[src/rtl/fifo_pkg.sv]
// ----------------------------------------------------------------------------
// fifo_pkg
// Shared constants and helpers for the receive-side byte FIFO.
//   fifo_depth()   : number of entries for a given pointer width
//   fifo_cw()      : width of an occupancy counter able to hold 0..DEPTH
//   UART_*         : default sizing/threshold values used by the UART receiver
// ----------------------------------------------------------------------------
package fifo_pkg;

  function automatic int fifo_depth(input int addrsize);
    return 1 << addrsize;
  endfunction

  // One extra bit so a completely full FIFO (count == DEPTH) is representable.
  function automatic int fifo_cw(input int addrsize);
    return addrsize + 1;
  endfunction

  localparam int UART_DATASIZE   = 8;
  localparam int UART_ADDRSIZE   = 4;
  localparam int UART_AFULL_LVL  = fifo_depth(UART_ADDRSIZE) - 2;
  localparam int UART_AEMPTY_LVL = 2;

endpackage

[src/rtl/sync_fifo_buffer_if.sv]
// ----------------------------------------------------------------------------
// sync_fifo_buffer_if
// Bundles the FIFO request/data/status signals.
//   master : producer/consumer side (drives winc, wdata, rinc, clr_err)
//   slave  : the FIFO itself (drives rdata, rvalid, flags, count, errors)
//
// Handshake: a write is taken on a rising clock edge when winc=1 and wfull=0
// (wfull acts as the inverted ready of the write side); a read is taken when
// rinc=1 and rempty=0. Requests made against a full/empty FIFO are dropped and
// recorded in the sticky ovf/udf flags instead.
// ----------------------------------------------------------------------------
interface sync_fifo_buffer_if #(
  parameter int DATASIZE = 8,
  parameter int ADDRSIZE = 4
);

  logic                winc;
  logic [DATASIZE-1:0] wdata;
  logic                rinc;
  logic                clr_err;
  logic [DATASIZE-1:0] rdata;
  logic                rvalid;
  logic                wfull;
  logic                rempty;
  logic                afull;
  logic                aempty;
  logic [ADDRSIZE:0]   count;
  logic                ovf;
  logic                udf;

  modport master (
    output winc, wdata, rinc, clr_err,
    input  rdata, rvalid, wfull, rempty, afull, aempty, count, ovf, udf
  );

  modport slave (
    input  winc, wdata, rinc, clr_err,
    output rdata, rvalid, wfull, rempty, afull, aempty, count, ovf, udf
  );

endinterface

[src/rtl/fifo_dpram.sv]
// ----------------------------------------------------------------------------
// fifo_dpram
// DEPTH x DATASIZE storage: synchronous write port, asynchronous read port.
// Contents are never reset.
//   clk    : write clock
//   wen    : write enable (parent gates it with "not full")
//   waddr  : write address
//   wdata  : write data
//   raddr  : read address
//   rdata  : mem[raddr], combinational
// ----------------------------------------------------------------------------
module fifo_dpram #(
  parameter int DATASIZE = 8,
  parameter int ADDRSIZE = 4
) (
  input  logic                clk,
  input  logic                wen,
  input  logic [ADDRSIZE-1:0] waddr,
  input  logic [DATASIZE-1:0] wdata,
  input  logic [ADDRSIZE-1:0] raddr,
  output logic [DATASIZE-1:0] rdata
);

  localparam int DEPTH = 1 << ADDRSIZE;

  logic [DATASIZE-1:0] mem [DEPTH];

  always_ff @(posedge clk) begin
    if (wen) begin
      mem[waddr] <= wdata;
    end
  end

  assign rdata = mem[raddr];

endmodule

[src/rtl/sync_fifo_buffer.sv]
// ----------------------------------------------------------------------------
// sync_fifo_buffer
// Single-clock FIFO buffering received UART bytes for the consumer logic.
// Keeps read/write pointers, a live occupancy count, registered status flags
// and sticky error flags. FWFT selects the output stage:
//   FWFT=1 : head entry shown combinationally, rvalid = !rempty
//   FWFT=0 : accepted read loads rdata next edge, rvalid is a 1-cycle pulse
// Ports:
//   wclk : clock (all state changes on rising edge)
//   wrst : asynchronous active-high reset
//   bus  : sync_fifo_buffer_if.slave (requests, data, flags, count, errors)
// ----------------------------------------------------------------------------
module sync_fifo_buffer
  import fifo_pkg::*;
#(
  parameter int DATASIZE   = 8,
  parameter int ADDRSIZE   = 4,
  parameter int AFULL_LVL  = fifo_depth(ADDRSIZE) - 2,
  parameter int AEMPTY_LVL = 2,
  parameter int FWFT       = 1
) (
  input  logic                  wclk,
  input  logic                  wrst,
  sync_fifo_buffer_if.slave     bus
);

  localparam int DEPTH = fifo_depth(ADDRSIZE);
  localparam int CW    = fifo_cw(ADDRSIZE);

  localparam logic [CW-1:0] DEPTH_C  = CW'(DEPTH);
  localparam logic [CW-1:0] AFULL_C  = CW'(AFULL_LVL);
  localparam logic [CW-1:0] AEMPTY_C = CW'(AEMPTY_LVL);

  logic [ADDRSIZE-1:0] waddr;
  logic [ADDRSIZE-1:0] raddr;
  logic [CW-1:0]       count_q;
  logic [CW-1:0]       count_next;
  logic                wfull_q;
  logic                rempty_q;
  logic                afull_q;
  logic                aempty_q;
  logic                ovf_q;
  logic                udf_q;
  logic                wr_acc;
  logic                rd_acc;
  logic [DATASIZE-1:0] mem_rdata;

  // Acceptance uses the registered (pre-edge) flags, so a write into a full
  // FIFO is refused even if a read frees a slot in the same cycle, and a read
  // from an empty FIFO is refused even if a write lands in the same cycle.
  assign wr_acc = bus.winc && !wfull_q;
  assign rd_acc = bus.rinc && !rempty_q;

  always_comb begin
    count_next = count_q;
    case ({wr_acc, rd_acc})
      2'b10:   count_next = count_q + CW'(1);
      2'b01:   count_next = count_q - CW'(1);
      default: count_next = count_q;
    endcase
  end

  fifo_dpram #(
    .DATASIZE (DATASIZE),
    .ADDRSIZE (ADDRSIZE)
  ) u_mem (
    .clk   (wclk),
    .wen   (wr_acc),
    .waddr (waddr),
    .wdata (bus.wdata),
    .raddr (raddr),
    .rdata (mem_rdata)
  );

  // Flags are computed from count_next so they line up with count itself.
  always_ff @(posedge wclk or posedge wrst) begin
    if (wrst) begin
      waddr    <= '0;
      raddr    <= '0;
      count_q  <= '0;
      wfull_q  <= 1'b0;
      rempty_q <= 1'b1;
      afull_q  <= 1'b0;
      aempty_q <= 1'b1;
      ovf_q    <= 1'b0;
      udf_q    <= 1'b0;
    end else begin
      if (wr_acc) begin
        waddr <= waddr + ADDRSIZE'(1);
      end
      if (rd_acc) begin
        raddr <= raddr + ADDRSIZE'(1);
      end
      count_q  <= count_next;
      wfull_q  <= (count_next == DEPTH_C);
      rempty_q <= (count_next == '0);
      afull_q  <= (count_next >= AFULL_C);
      aempty_q <= (count_next <= AEMPTY_C);
      // A new error in the same cycle as clr_err keeps the flag set.
      if (bus.winc && wfull_q) begin
        ovf_q <= 1'b1;
      end else if (bus.clr_err) begin
        ovf_q <= 1'b0;
      end
      if (bus.rinc && rempty_q) begin
        udf_q <= 1'b1;
      end else if (bus.clr_err) begin
        udf_q <= 1'b0;
      end
    end
  end

  assign bus.count  = count_q;
  assign bus.wfull  = wfull_q;
  assign bus.rempty = rempty_q;
  assign bus.afull  = afull_q;
  assign bus.aempty = aempty_q;
  assign bus.ovf    = ovf_q;
  assign bus.udf    = udf_q;

  generate
    if (FWFT != 0) begin : g_fwft
      // Head entry is always presented; rinc acknowledges it.
      assign bus.rdata  = mem_rdata;
      assign bus.rvalid = !rempty_q;
    end else begin : g_regread
      logic [DATASIZE-1:0] rdata_q;
      logic                rvalid_q;

      always_ff @(posedge wclk or posedge wrst) begin
        if (wrst) begin
          rdata_q  <= '0;
          rvalid_q <= 1'b0;
        end else begin
          rvalid_q <= rd_acc;
          if (rd_acc) begin
            rdata_q <= mem_rdata;
          end
        end
      end

      assign bus.rdata  = rdata_q;
      assign bus.rvalid = rvalid_q;
    end
  endgenerate

endmodule

[src/flat_wrapper.sv]
// flat-port wrapper written by rule: the top's interface ports become plain ports
module sync_fifo_buffer_flat import fifo_pkg::*;
#(
  parameter int DATASIZE   = 8,
  parameter int ADDRSIZE   = 4,
  parameter int AFULL_LVL  = fifo_depth(ADDRSIZE) - 2,
  parameter int AEMPTY_LVL = 2,
  parameter int FWFT       = 1
)
  (wclk, wrst, bus_winc, bus_wdata, bus_rinc, bus_clr_err, bus_rdata, bus_rvalid, bus_wfull, bus_rempty, bus_afull, bus_aempty, bus_count, bus_ovf, bus_udf);
  sync_fifo_buffer_if #(.DATASIZE(DATASIZE), .ADDRSIZE(ADDRSIZE)) bus_i ();
  input  logic wclk;
  input  logic wrst;
  input wire logic [$bits(bus_i.winc)-1:0] bus_winc;
  input wire logic [$bits(bus_i.wdata)-1:0] bus_wdata;
  input wire logic [$bits(bus_i.rinc)-1:0] bus_rinc;
  input wire logic [$bits(bus_i.clr_err)-1:0] bus_clr_err;
  output wire logic [$bits(bus_i.rdata)-1:0] bus_rdata;
  output wire logic [$bits(bus_i.rvalid)-1:0] bus_rvalid;
  output wire logic [$bits(bus_i.wfull)-1:0] bus_wfull;
  output wire logic [$bits(bus_i.rempty)-1:0] bus_rempty;
  output wire logic [$bits(bus_i.afull)-1:0] bus_afull;
  output wire logic [$bits(bus_i.aempty)-1:0] bus_aempty;
  output wire logic [$bits(bus_i.count)-1:0] bus_count;
  output wire logic [$bits(bus_i.ovf)-1:0] bus_ovf;
  output wire logic [$bits(bus_i.udf)-1:0] bus_udf;
  assign bus_i.winc = bus_winc;
  assign bus_i.wdata = bus_wdata;
  assign bus_i.rinc = bus_rinc;
  assign bus_i.clr_err = bus_clr_err;
  assign bus_rdata = bus_i.rdata;
  assign bus_rvalid = bus_i.rvalid;
  assign bus_wfull = bus_i.wfull;
  assign bus_rempty = bus_i.rempty;
  assign bus_afull = bus_i.afull;
  assign bus_aempty = bus_i.aempty;
  assign bus_count = bus_i.count;
  assign bus_ovf = bus_i.ovf;
  assign bus_udf = bus_i.udf;
  sync_fifo_buffer #(.DATASIZE(DATASIZE), .ADDRSIZE(ADDRSIZE), .AFULL_LVL(AFULL_LVL), .AEMPTY_LVL(AEMPTY_LVL), .FWFT(FWFT)) u_core (.wclk(wclk), .wrst(wrst), .bus(bus_i));
endmodule
[config.mk]
export PLATFORM = sky130hd
export DESIGN_NAME = sync_fifo_buffer_flat
export DESIGN_NICKNAME = d
export VERILOG_FILES = /design/src/rtl/fifo_pkg.sv /design/src/rtl/sync_fifo_buffer_if.sv /design/src/rtl/fifo_dpram.sv /design/src/rtl/sync_fifo_buffer.sv /design/src/flat_wrapper.sv
export SDC_FILE = /design/constraint.sdc
export NUM_CORES = 1
export LEC_CHECK = 0
export CORE_ASPECT_RATIO = 0.5
export CORE_MARGIN = 2
export CORE_UTILIZATION = 45
export DETAILED_ROUTE_END_ITERATION = 16
export PLACE_DENSITY = 0.77
export SLEW_MARGIN = 30
export SYNTH_ARGS = -nofsm -noshare
export SYNTH_HDL_FRONTEND = slang
export SYNTH_HIERARCHICAL = 1
export SYNTH_SLANG_ARGS = --single-unit
[constraint.sdc]
create_clock -name wclk -period 2.4 [get_ports wclk]
set_input_delay 0.72 -clock wclk [delete_from_list [all_inputs] [get_ports wclk]]
set_output_delay 0.72 -clock wclk [all_outputs]
set_load 0.01 [all_outputs]
==> results of run 1 <==
## timing repair
| action | CTS | global route |
|---|---|---|
| setup endpoints to repair | 45 | 13 |
| setup buffers | 13 | 3 |
| gates resized for setup | 80 | 19 |
| pin swaps | 22 | 14 |
| cloned | 3 | 0 |
## flip-flops by register name (all words and copies together), names as in the netlist
| name | cells |
|---|---|
| u_core/raddr | 4 |
| u_core/bus.count | 5 |
| u_core/u_mem/mem | 128 |
| u_core/waddr | 4 |
| u_core/bus.rempty | 1 |
| u_core/bus.ovf | 1 |
| u_core/bus.afull | 1 |
| u_core/bus.wfull | 1 |
| u_core/bus.aempty | 1 |
| u_core/bus.udf | 1 |
## cell type report
class                      instances  area, um^2
clock buffer                      17         425
inverter                           6        27.5
multi-input combinational        150        1680
fill                             899        5110
sequential                       147        4320
clock inverter                    15         165
timing repair buffer              92         905
tap                              170         213
## metrics by stage
step	power, mW	util	setup WS (ns)	TNS [ns]
floorplan	5.32	-	-0.00354	-0.00354
global placement	6.52	0.529	-0.535	-47.18
detailed placement	6.59	0.529	-0.631	-50.41
CTS	9.78	0.593	-0.533	-3.86
global route	10.5	0.602	-0.576	-4.44
finish	10.0	0.602	-0.505	-3.76
## path summary, 6_finish.rpt
kind | from | slack, ns | to | cells past startpoint
setup / recovery | u_core/raddr[0] | -0.51 | bus_rdata[7] | 6
hold / removal | u_core/bus.wfull | 0.54 | u_core/bus.ovf | 2
setup reg to reg | u_core/bus.rempty | 0.06 | u_core/bus.wfull | 10
hold reg to reg | u_core/bus.wfull | 0.54 | u_core/bus.ovf | 2
max in group asynchronous | wrst | 1.49 | u_core/bus.aempty | 3
min in group asynchronous | wrst | 0.64 | u_core/raddr[2] | 3
## cell usage after synthesis (2+ instances only)
master,instances
edfxtp_1,128
nand2_1,20
mux4_2,18
dfrtp_1,17
a22oi_1,16
mux4_1,14
nor2_1,14
nor3_1,8
xnor2_1,7
o21ai_0,6
buf_6,5
inv_1,5
nand2b_1,5
a21oi_1,4
ha_1,4
buf_2,3
clkdlybuf4s25_2,3
nor2b_1,3
a21boi_0,2
dfstp_2,2
nand3_1,2
nand3b_1,2
nand4_1,2
nor3b_1,2
xor2_2,2
## layer usage
metal / wire, um / vias to the layer above / track usage
met4: 174 / 0 / 0.0719
met5: 0 / - / 0
met3: 883 / 13 / 0.0480
li1: - / 1473 / -
met2: 6410 / 156 / 0.311
met1: 5570 / 1732 / 0.276
## cell families (layout without fill, tap and decap cells)
group	Yosys count	count (layout)	synth area share
DFF	147	147	0.719
and+or+nand+nor	68	68	0.0597
AOI/OAI and AO/OA	35	35	0.0420
muxes	33	33	0.131
buffers and inverters	19	130	0.0233
xor gates and xnor gates	10	10	0.0171
adders and majority gates	4	4	0.00833
## power by group through the flow
stage          Clock [mW]  Combinational [mW]  Sequential (mW)
2_1_floorplan           0                1.87             3.45
3_3_place_gp            0                3.05             3.47
3_5_place_dp            0                3.10             3.49
4_1_cts              2.67                3.63             3.47
5_1_grt              2.78                4.17             3.53
6_report             2.63                3.90             3.49
## worst max-delay path, delay by kind of cell, from the launching register on
kind | cells | cell delay (ns)
buf+inv | 3 | 0.43
simple gates | 1 | 0.11
compound gates | 1 | 0.22
flops | 1 | 0.50
mux | 1 | 0.50
==> impl_metrics.csv, run 1 <==
group,metric,value,unit
grt,grt_pass1_vias,3479,
logic_synthesis,async_flop_share,0.129,
pwr,combPwrFrac,0.389,
pwr,p_seq_frac,0.348,
die,dieArea,14400,um^2
logic_synthesis,yosys.area.top_type,"edfxtp_1",
die,die_w,167,um
clock_network,cts_sinks,147,
clock_network,htreeDepth,4,
logic_synthesis,syn_inst,316,
logic_synthesis,synth-edff-count,128,
logic_synthesis,synth_top_area_frac,0.639,
setup_path,cp_max_fo,7,
logic_synthesis,ys_types,47,
placed_design,dp_hpwl,7480,um
die,core-area,12800,um^2
die,start_util,0.468,
finish,fin_area,7740,um^2
routing,num_vias,3374,
die,row_count,29,
finish,fin_cells,597,
timing,finalCritPeriodShare,1.21,
finish,drive_above_1_share,0.407,
timing,slew-limit-headroom,0.564,
grt,grt_max_degree,30,
pwr,leakage,2.68,nW
pwr,power_frac_clock,0.262,
timing,period_needed,2.91,ns
finish,layout_common_cells,"edfxtp_1, buf_4, mux4_2",
finish,syn_to_final_growth,28.7,%
logic_synthesis,ys_seq_area_frac,0.719,
setup_path,cp-end-kind,"output pin",
setup_path,start_kind,"flip-flop",
logic_synthesis,syn_area_per_cell,19.0,um^2
routing,wl_per_cell,21.8,um
placed_design,gp_congestion,0.798,
setup_path,arrival,2.19,ns
timing,setup_violations,8,
logic_synthesis,syn_nets,333,
routing,drcViolationCount,1,
logic_synthesis,synth_area,6010,um^2
setup_path,criticalPathCategory,"flip-flop to output pin",
outcome,outcome,"finished, violations left",
die,die_h,85.7,um
hold_path,hold_class,"flip-flop to flip-flop",
clock_network,clock_path_buffers,2,
grt,grt_overflow_total,0,
routing,drt-vias-per-instance,5.65,
clock_network,cts_hold_buf,0,
setup_path,cp_slowest_cell,"dfrtp_2",
timing,whs,0.537,ns
outcome,violations,"design-rule violations, negative setup slack",
grt,grt_usage,0.198,
timing,fmax,344,MHz
placed_design,dp_cells,547,
clock_network,insertion_delay,0.43,ns
timing,rsz0062_at_grt,"yes",
pwr,p_sw_frac,0.326,
routing,first_pass_iters,11,
grt,antenna_found_initial,0,
setup_path,worst_path_largest_cell_delay,0.50,ns
timing,finalMaxSlewViolations,0,
pwr,intPower,6.75,mW
logic_synthesis,ys_ff_latch,147,
clock_network,cts_root_buf,"clkbuf_16",
finish,diodes,0,
clock_network,cts_tree,"built",
setup_path,crit_chain,"buf_12 -> buf_8 -> mux4_2 -> a22oi_2 -> nand2_1 -> buf_2",
timing,fin_worst_skew,0.0144,ns
pwr,power.density,1290,nW/um^2
grt,grt_pass1_wl,20500,um
logic_synthesis,synth_flop_cell,"edfxtp_1",
timing,worst_slack,-0.505,ns
timing,finalHoldViolations,0,
setup_path,critical_path_required,1.68,ns
routing,totalWireLength,13000,um
clock_network,clkTransAtPathRegs,0.06,ns
logic_synthesis,ys_warn_count,6,
routing,ant_nets,0,
placed_design,port_buffers,32,
flow_run,maxCapViolCount,0,
routing,drt_iter0_markers,316,
clock_network,cts_buffers,17,
placed_design,placed_area,6800,um^2
finish,layout_commonest_cell,"edfxtp_1",
timing,tightest_slew,0.651,ns
logic_synthesis,yosys-top-cells-area,"edfxtp_1, dfrtp_1, mux4_2",
finish,nNetsFinal,431,
pwr,ir_worst_vdd,0.766,mV
die,top_level_ports,33,
pwr,p_switching,3.26,mW
Power figures use the tool's default switching activity.
==> inputs of run 2 (changes only) <==
TNS_END_PERCENT = 100   (was unset)
==> results of run 2 <==
Final layout, timing and power as in run 1 (identical DEF).
==> inputs of run 3 (changes only) <==
--- a/config.mk
+++ b/config.mk
@@ -10,5 +10,6 @@
 export CORE_UTILIZATION = 45
 export DETAILED_ROUTE_END_ITERATION = 16
-export PLACE_DENSITY = 0.77
+export HOLD_SLACK_MARGIN = 0.06
+export PLACE_DENSITY_LB_ADDON = 0.3
 export SLEW_MARGIN = 30
 export SYNTH_ARGS = -nofsm -noshare
==> constraint.sdc (replaced) <==
create_clock -name wclk -period 2.4 [get_ports wclk]
set_input_delay 0.72 -clock wclk [delete_from_list [all_inputs] [get_ports wclk]]
set_output_delay 0.72 -clock wclk [all_outputs]
set_load 0.02 [all_outputs]
==> impl_metrics.csv, run 3 (synthesis results as in run 1) <==
group,metric,value,unit
outcome,outcome,"finished, violations left",
outcome,violations,"design-rule violations, negative setup slack",
finish,largest_register_ffs,128,
setup_path,start_kind,"flip-flop",
clock_network,cts_hold_buf,0,
finish,layout_commonest_cell,"edfxtp_1",
grt,grt_usage,0.195,
finish,layout_common_cells,"edfxtp_1, buf_4, mux4_2",
setup_path,cp_top_family,"buffers and inverters",
finish,diodes,0,
routing,wl_per_cell,22.1,um
timing,finalCritPeriodShare,1.20,
setup_path,cp_slowest_cell,"dfrtp_2",
pwr,power_frac_clock,0.262,
routing,totalWireLength,13100,um
pwr,p_switching,3.46,mW
timing,finalHoldViolations,0,
timing,rsz0062_at_grt,"yes",
routing,drcViolationCount,2,
clock_network,cts_root_buf,"clkbuf_16",
timing,fin_worst_skew,0.0101,ns
setup_path,crit_buf_inv,5,
setup_path,arrival,2.16,ns
timing,slew-limit-headroom,0.523,
routing,first_pass_iters,11,
setup_path,worst_path_largest_cell_delay,0.43,ns
clock_network,cts_buffers,17,
grt,grt_max_degree,34,
routing,drt_iter0_markers,230,
die,die_h,85.7,um
placed_design,port_buffers,32,
placed_design,dp_hpwl,7540,um
clock_network,insertion_delay,0.42,ns
setup_path,critical_path_required,1.68,ns
timing,whs,0.533,ns
finish,drive_above_1_share,0.403,
timing,fmax,347,MHz
hold_path,hold_class,"flip-flop to flip-flop",
pwr,p_sw_frac,0.333,
timing,worst_slack,-0.483,ns
die,row_count,29,
grt,grt_overflow_total,0,
finish,fin_cells,592,
clock_network,cts_sinks,147,
routing,ant_nets,0,
setup_path,cp-end-kind,"output pin",
die,die_w,167,um
timing,tns,-3.46,ns
placed_design,gp_congestion,0.805,
placed_design,dp_cells,548,
routing,num_vias,3330,
setup_path,criticalPathCategory,"flip-flop to output pin",
flow_run,maxCapViolCount,0,
clock_network,clock_path_buffers,2,
timing,setup_violations,8,
pwr,leakage,2.72,nW
pwr,combPwrFrac,0.404,
die,start_util,0.468,
setup_path,cp_max_fo,7,
timing,tightest_slew,0.712,ns
routing,drt-vias-per-instance,5.63,
clock_network,htreeDepth,4,
timing,period_needed,2.88,ns
pwr,intPower,6.92,mW
timing,finalMaxSlewViolations,0,
pwr,power.density,1340,nW/um^2
setup_path,crit_chain,"buf_12 -> buf_12 -> buf_16 -> buf_6 -> mux4_2 -> a22oi_2 -> nand2_1 -> buf_6",
finish,syn_to_final_growth,29.3,%
die,dieArea,14400,um^2
grt,grt_pass1_wl,20100,um
grt,antenna_found_initial,0,
grt,grt_pass1_vias,3481,
finish,nNetsFinal,426,
die,top_level_ports,33,
clock_network,cts_tree,"built",
die,core-area,12800,um^2
pwr,p_seq_frac,0.334,
finish,top_register,"u_core/u_mem/mem",
pwr,ir_worst_vdd,0.705,mV
clock_network,clkTransAtPathRegs,0.06,ns
run 3: cell types whose count changed in the layout (fill, tap and decap cells not counted), moves of 3 or more:
cell,change
buf_2,-6
buf_4,+3
inv_8,+4
nand2_1,-3
nand2_2,+3
run 3: per-layer routing:
metal | part of all wire | track usage | vias to the layer above | wire length, um
li1 | - | - | 1459 | -
met1 | 0.43 | 0.265 | 1757 | 5680
met2 | 0.50 | 0.315 | 110 | 6560
met3 | 0.059 | 0.0443 | 4 | 768
met4 | 0.0047 | 0.0672 | 0 | 61
met5 | 0 | 0 | - | 0
run 3: timing repair:
action                     CTS  global route
cloned                       3             0
pin swaps                   21            16
gates resized for setup     89            20
buffers inserted             4             5
setup endpoints to repair   48            13
run 3: layout make-up:
cell class / count / area, um^2
clock inverters: 15 / 189
multi-input cells: 150 / 1710
inverters: 6 / 27.5
well taps: 170 / 213
fillers: 915 / 5070
flip-flops and latches: 147 / 4330
clock buffers: 17 / 425
repair buffers: 87 / 882
run 3: tightest hold or removal path: cells and delay by family, from the launching register on:
family / cells / cell delay, ns
compound gates: 1 / 0.06
simple gates: 1 / 0.06
flops: 1 / 0.37
run 3: metrics by stage:
stage	area (um^2)	setup WS, ns	total power, mW	utilization
after floorplan	6020	-0.00781	5.49	-
after global placement	6820	-0.574	6.74	0.531
after detailed placement	6820	-0.635	6.83	0.531
after CTS	7660	-0.544	10.2	0.596
after global routing	7770	-0.582	10.8	0.605
final	7770	-0.483	10.4	0.605
run 3: path summary, 6_finish.rpt:
| kind | start | to | slack (ns) | cells past startpoint |
|---|---|---|---|---|
| worst max-delay path | u_core/raddr[0] | bus_rdata[2] | -0.48 | 8 |
| worst min-delay path | u_core/bus.wfull | u_core/bus.ovf | 0.53 | 2 |
| worst max register to register | u_core/bus.rempty | u_core/bus.aempty | 0.06 | 12 |
| worst min register to register | u_core/bus.wfull | u_core/bus.ovf | 0.53 | 2 |
| max in group asynchronous | wrst | u_core/bus.rempty | 1.50 | 3 |
| min in group asynchronous | wrst | u_core/bus.count[1] | 0.63 | 3 |
run 3: power by group through the flow:
| stage | clock network [mW] | registers (mW) | logic, mW |
|---|---|---|---|
| floorplan | 0 | 3.51 | 1.98 |
| global placement | 0 | 3.45 | 3.28 |
| detailed placement | 0 | 3.48 | 3.35 |
| CTS | 2.75 | 3.44 | 4.01 |
| global route | 2.88 | 3.51 | 4.45 |
| finish | 2.72 | 3.47 | 4.20 |
